--- src/rtl/boot_loader.sv ---
// Program-image loader for the NanoRisc core: parses a sync/length/payload/checksum byte frame,
// writes the payload into instruction memory from address 0 and releases the core on success.
module boot_loader #(
  parameter logic [7:0]  SYNC_BYTE      = 8'hA5,
  parameter int unsigned ADDR_WIDTH     = 8,
  parameter int unsigned DATA_WIDTH     = 8,
  parameter int unsigned TIMEOUT_CYCLES = 1000
) (
  input  logic                  clock,
  input  logic                  reset,
  input  logic                  rx_valid,
  input  logic [DATA_WIDTH-1:0] rx_data,
  output logic                  rx_ready,
  output logic                  imem_we,
  output logic [ADDR_WIDTH-1:0] imem_addr,
  output logic [DATA_WIDTH-1:0] imem_wdata,
  output logic                  core_run,
  output logic                  error,
  output logic [ADDR_WIDTH:0]   words_loaded
);

  localparam logic [2:0] ST_IDLE = 3'd0;
  localparam logic [2:0] ST_LEN  = 3'd1;
  localparam logic [2:0] ST_DATA = 3'd2;
  localparam logic [2:0] ST_CSUM = 3'd3;
  localparam logic [2:0] ST_RUN  = 3'd4;
  localparam logic [2:0] ST_ERR  = 3'd5;

  localparam int unsigned TW = $clog2(TIMEOUT_CYCLES + 1);
  localparam logic [TW-1:0] TIMER_LIMIT = TW'(TIMEOUT_CYCLES - 1);
  // A length byte of zero encodes a full 2**ADDR_WIDTH payload.
  localparam logic [ADDR_WIDTH:0] FULL_LEN = {1'b1, {ADDR_WIDTH{1'b0}}};

  logic [2:0]            state;
  logic [ADDR_WIDTH:0]   frame_len;
  logic [ADDR_WIDTH-1:0] addr;
  logic [DATA_WIDTH-1:0] acc;
  logic [TW-1:0]         timer;
  logic                  accept;
  logic                  in_frame;
  logic                  is_sync;
  logic [ADDR_WIDTH:0]   wl_next;

  assign rx_ready = (state != ST_RUN);
  assign core_run = (state == ST_RUN);
  assign error    = (state == ST_ERR);
  assign accept   = rx_valid && rx_ready;
  assign is_sync  = (rx_data == DATA_WIDTH'(SYNC_BYTE));
  assign in_frame = (state == ST_LEN) || (state == ST_DATA) || (state == ST_CSUM);
  assign wl_next  = words_loaded + {{ADDR_WIDTH{1'b0}}, 1'b1};

  always_ff @(posedge clock) begin
    if (reset) begin
      state        <= ST_IDLE;
      frame_len    <= '0;
      addr         <= '0;
      acc          <= '0;
      timer        <= '0;
      imem_we      <= 1'b0;
      imem_addr    <= '0;
      imem_wdata   <= '0;
      words_loaded <= '0;
    end else begin
      imem_we <= 1'b0;
      case (state)
        ST_IDLE, ST_ERR: begin
          if (accept && is_sync) begin
            state <= ST_LEN;
            timer <= '0;
          end
        end
        ST_LEN: begin
          if (accept) begin
            frame_len    <= (rx_data == '0) ? FULL_LEN : (ADDR_WIDTH + 1)'(rx_data);
            acc          <= '0;
            addr         <= '0;
            words_loaded <= '0;
            state        <= ST_DATA;
          end
        end
        ST_DATA: begin
          if (accept) begin
            imem_we      <= 1'b1;
            imem_addr    <= addr;
            imem_wdata   <= rx_data;
            addr         <= addr + {{(ADDR_WIDTH-1){1'b0}}, 1'b1};
            acc          <= acc + rx_data;
            words_loaded <= wl_next;
            if (wl_next == frame_len) state <= ST_CSUM;
          end
        end
        ST_CSUM: begin
          if (accept) state <= (rx_data == acc) ? ST_RUN : ST_ERR;
        end
        ST_RUN: ;
        default: state <= ST_IDLE;
      endcase

      // Inter-byte watchdog; an accepted byte always beats a simultaneous expiry.
      if (in_frame) begin
        if (accept) begin
          timer <= '0;
        end else if (timer == TIMER_LIMIT) begin
          timer <= '0;
          state <= ST_ERR;
        end else begin
          timer <= timer + TW'(1);
        end
      end
    end
  end

endmodule

--- config.mk ---
export PLATFORM = sky130hd
export DESIGN_NAME = boot_loader
export DESIGN_NICKNAME = d
export VERILOG_FILES = /design/src/rtl/boot_loader.sv
export SDC_FILE = /design/constraint.sdc
export NUM_CORES = 1
export LEC_CHECK = 0
export BUFFER_PORTS_ARGS = -buffer_cell sky130_fd_sc_hd__buf_2
export CORE_MARGIN = 2
export CORE_UTILIZATION = 46
export CTS_BUF_LIST = sky130_fd_sc_hd__clkbuf_2
export CTS_CLUSTER_SIZE = 14
export DETAILED_ROUTE_END_ITERATION = 8
export PLACE_DENSITY = 0.66
export SLEW_MARGIN = 20
export SYNTH_ARGS = -nofsm -noshare
export SYNTH_HDL_FRONTEND = slang
export SYNTH_SLANG_ARGS = --single-unit
export TNS_END_PERCENT = 1
--- constraint.sdc ---
create_clock -name clock -period 4.79 [get_ports clock]
set_clock_uncertainty 0.05 [all_clocks]
set_input_delay 0.958 -clock clock [delete_from_list [all_inputs] [get_ports clock]]
set_output_delay 0.958 -clock clock [all_outputs]
set_load 0.02 [all_outputs]
## Word level (Yosys, flattened, before mapping)

Cells that the tools add are included.

- Word-level logic and storage cells: 66
- Input port bits: 11
- Bits in registers: 64

- Reduce and logical (&&, ||, !) cells: 15
- $add $sub $neg: 4
- Muxes and demuxes: 25
- Equality and inequality tests: 12
- Bitwise operators: 1

Operator list:

| cell | number |
|---|---|
| $mux W10 | 5 |
| $pmux W8 S2 | 2 |
| $mux W9 | 3 |
| $mux W3 | 8 |
| $mux W8 | 3 |
| $pmux W9 S2 | 1 |
| $pmux W3 S5 | 1 |
| $add A10 B1 Y10 const B | 1 |
| $eq A10 B10 Y1 const B | 1 |
| $add A9 B1 Y9 const B | 1 |
| $eq A9 B9 Y1 | 1 |
| $add A8 B1 Y8 const B | 1 |
| $add A8 B8 Y8 | 1 |
| $eq A8 B8 Y1 | 1 |
| $eq A8 B8 Y1 const B | 1 |
| $logic_not A8 Y1 | 1 |
| $eq A3 B2 Y1 const B | 2 |
| $eq A3 B3 Y1 const B | 2 |
| $reduce_and A2 Y1 | 3 |
| $reduce_bool A2 Y1 | 3 |
| $ne A2 B2 Y1 const B | 2 |
| $reduce_or A2 Y1 | 2 |
| $eq A3 B1 Y1 const B | 1 |
| $logic_not A3 Y1 | 1 |
| other kinds (6) | 9 |

## Depth between registers and ports, before layout

- Depth after elaboration: 8
- Mapped depth: 8
- Gate-level depth less buffers: 7

## Worst setup path before layout

No wires, ideal clock.

- Kind: input to register
- Start point: input rx_data[5]
- End point: register state[0]
- Path buffers: 0
- Data required time: 4624 ps
- Path slack: 2122 ps
- Data arrival time: 2502 ps
- Cell stages on the path: 6
- Cells stage by stage: ha_1 -> or4b_1 -> o41a_1 -> o21ai_1 -> a21oi_1 -> a41o_1

- Word-level cells in the longest chain between the ends: 7

RTL lines:

| element | line | RTL |
|---|---|---|
| from (decl) | 12 | `input logic [DATA_WIDTH-1:0] rx_data,` |
| $eq A8 B8 Y1 (on tied branches) | 93, 48 |  |
| $mux W1 or $logic_and A1 B1 Y1 (tied branches) | 93, 67 |  |
| $mux W3 (on tied branches) | 93, 67 |  |
| $pmux W3 S5 * | 65 | `case (state)` |
| $mux W3 | 103 | `end else if (timer == TIMER_LIMIT) begin` |
| $mux W3 | 101 | `if (accept) begin` |
| $mux W3 * | 100 | `if (in_frame) begin` |
| to (signal assigned) | 93 | `if (accept) state <= (rx_data == acc) ? ST_RUN : ST_ERR;` |
| to (decl) | 34 | `logic [2:0] state;` |

Every way passes the cells marked *; elsewhere a longest branch is shown, timed or not.
A chain may end at the register's enable or synchronous reset.

## Final worst setup path

- Start point: register state[2]
- End point: output error

- Word-level cells in the longest chain between the ends: 1

RTL lines:

| element | line | RTL |
|---|---|---|
| $eq A3 B3 Y1 | 46 | `assign error = (state == ST_ERR);` |
| to (decl) | 18 | `output logic error,` |

No other way between the ends.

==> flow_summary.toml <==
[hold_path]
whs_path_depth = 2
min_path_type = "flip-flop to flip-flop"

[sta]
max_slew_margin_pct = 54.3
final-setup-viol-count = 0
drv_slew = 0
fin_crit_ns = 2.61
fmax_mhz = 383
tns_ns = 0
grt_setup_unrepaired = "false"
fin_ws_ns = 2.18
hold_violations = 0
tightest_slew_ns = 0.686
period_share_pct = 54.5

[logic_synthesis]
avgSynthCellArea_um2 = 8.07
ys_seq_area_share_pct = 39.8
synth_nets = 421
synth.most_common_cell = "nand2_1"
synth_cell_type_count = 51
ys.flop_type = "dfxtp_1"
synth_commonest_cells = "66 x nand2_1, 64 x dfxtp_1, 45 x a21oi_1"
yosys_warnings = 0
syn_area_um2 = 3220
synth_async_sr_flop_share_pct = 0
yosysTopAreaCell = "dfxtp_1"
synth_edf_count = 0
synth_top_area_share_pct = 39.8
netlist_top_cells_area = "dfxtp_1 40%, nand2_1 7.7%, a21oi_1 7.0%"
synth-seq-cells = 64
syn-instance-count = 399

[die]
die_h_um = 87.7
initial_core_util_pct = 47.4
fp.coreArea_um2 = 6790
fp-row-count = 30
die-area_um2 = 7690
die_w_um = 87.7
ios = 40

[layout]
fin_nets = 454
antenna_cells = 0
regArea_um2 = 1280
n_fill_cell = 662
stdcell_area_um2 = 3560
multiInputGateArea_um2 = 1830
finalNonFillerCells = 533
drive_above_1_share_pct = 14.6
area_delta_synth_final_pct = 10.6

[global_routing]
grt_pass1_wl_um = 12100
grt_max_degree = 28
antenna_found_initial = 0
grt_overflow = 0
grt_pass1_vias = 2562
grt_use_total_pct = 20.4

[drt]
ant_nets = 0
drc = 0
wl_um = 7470
num_vias = 2892
wl_per_cell_um = 14.0
vias_per_cell = 5.43
drtIter0Drc = 188
dr.pass1.iters = 7

[setup_path]
worstPathMaxFanout = 11
worst_ep_required_time_ns = 3.78
r2r-start = "acc[5]"
crit_type = "flip-flop to output pin"
crit_path_end_kind = "output pin"
worstPathArrival_ns = 1.60
regToRegSetupSlack_ns = 2.63
startpoint = "state[2]"
reg2regPathDepth = 6
cp-endpoint = "error"
worst_setup_path_start_kind = "flip-flop"
reg2reg_to = "state[0]"

[place]
port_buffers = 39
dpl.cell_count = 517
placed_cell_area_um2 = 3480
dpl_worst_slack_ns = 1.82
dp_hpwl_um = 5260
gp_congestion = 0.853

[clock_network]
cts_buffers = 9
cts_tree = "yes"
clk_pin_slew_ns = 0.18
cts-root-buf = "clkbuf_2"
cts_buffer_depth = 2
cts_sinks = 64
h-tree-depth = 3
cts_resized = 0
cts_hold_buf = 0
worstSkewPairLatency_ns = 0.50
post_cts_buffers = 0

[power_and_ir_drop]
irDropWorstVdd_v = 0.000144
power.density_nw_per_um2 = 234
power.leakage_nw = 1.29

[flow_run]
cap_viol_max_count = 0

[run_status]
run_status = "complete, no violations"
state kept, by name (all words and copies together) (netlist names):
signal,flops
acc,8
addr,8
frame_len,9
imem_addr,8
imem_wdata,8
imem_we,1
state,3
timer,10
words_loaded,9
metal layers:
layer  GRT usage [%]  wire length, um  vias up  part of all wire (%)
met5               0                0        -                     0
met4            10.1              138        0                   1.8
met3            5.09              340       13                   4.6
met2            31.5             3460       58                    46
met1            26.5             3530     1360                    47
li1                -                -     1461                     -
kinds of logic (layout without fill, tap and decap cells):
family	count (synthesis)	count (layout)	share of synthesized area, %
XOR/XNOR	29	29	7.88
adder cells (fa/ha/maj)	11	11	4.50
AO/OA/AOI/OAI	89	89	17.4
AND/OR/NAND/NOR	174	174	25.6
multiplexers	4	4	1.28
buffers and inverters	28	66	3.50
flip-flops	64	64	39.8
cell type report:
cell class	count	area share, %
Multi-Input combinational cell	307	51.3
Sequential cell	64	36.0
Timing Repair Buffer	42	6.11
Tap cell	96	3.37
Clock buffer	10	1.40
Clock inverter	6	1.02
Inverter	8	0.843
cell usage in the layout, fill, tap and decap left out, types with 2 or more instances in the layout:
| cell type | netlist | layout |
|---|---|---|
| a21o_1 | 4 | 4 |
| inv_1 | 8 | 8 |
| nor4_1 | 4 | 4 |
| o21ai_0 | 8 | 8 |
| nand4_1 | 6 | 6 |
| a21oi_1 | 45 | 45 |
| a22oi_1 | 3 | 3 |
| o21ai_1 | 4 | 4 |
| dfxtp_1 | 64 | 64 |
| xor2_1 | 8 | 8 |
| buf_2 | 6 | 39 |
| nor2b_1 | 5 | 5 |
| a31oi_1 | 3 | 3 |
| ha_1 | 10 | 10 |
| nand2_1 | 66 | 66 |
| nand3b_1 | 4 | 4 |
| clkinvlp_4 | 0 | 3 |
| nand2b_1 | 5 | 5 |
| nand3_1 | 16 | 16 |
| a211oi_1 | 6 | 6 |
| o21bai_1 | 2 | 2 |
| or4_1 | 4 | 4 |
| and2_1 | 2 | 2 |
| nor2_1 | 36 | 36 |
| nor3_1 | 11 | 11 |
| clkinv_2 | 0 | 2 |
| or2_2 | 2 | 2 |
| clkbuf_2 | 0 | 10 |
| mux2i_1 | 3 | 3 |
| buf_4 | 0 | 3 |
| or3_1 | 8 | 8 |
| xnor2_1 | 21 | 21 |
power by group:
group / leakage (nW) / internal (mW) / total, mW / switching, mW
clock: 0.0514 / 0.0661 / 0.267 / 0.201
sequential: 0.515 / 0.533 / 0.533 / 0.000164
combinational: 0.725 / 0.00992 / 0.0338 / 0.0239
worst max-delay path: stages, from the launching register on:
cell and delay, ns:
dfxtp_1 0.55, nor2b_1 0.25, and2_1 0.15, buf_2 0.16
metrics by stage:
| stage | power, mW | hold slack (ns) | util [%] |
|---|---|---|---|
| 4_1_cts | 0.846 | 0.416 | 52.4 |
| 6_report | 0.834 | 0.413 | 52.4 |
| 5_1_grt | 0.867 | 0.435 | 52.4 |
| 3_3_place_gp | 0.577 | 0.390 | 51.2 |
| 3_5_place_dp | 0.578 | 0.394 | 51.2 |
| 2_1_floorplan | 0.565 | 0.386 | - |
worst min path at each step:
stage | start | to | slack, ns
6_report | imem_addr[0] | imem_addr[0] | 0.41
5_1_grt | imem_wdata[4] | imem_wdata[4] | 0.43
4_1_cts | imem_addr[1] | imem_addr[1] | 0.42
3_5_place_dp | imem_addr[1] | imem_addr[1] | 0.39
3_3_place_gp | imem_wdata[7] | imem_wdata[7] | 0.39
2_1_floorplan | acc[0] | acc[0] | 0.39
(Power assumes the default switching activity.)
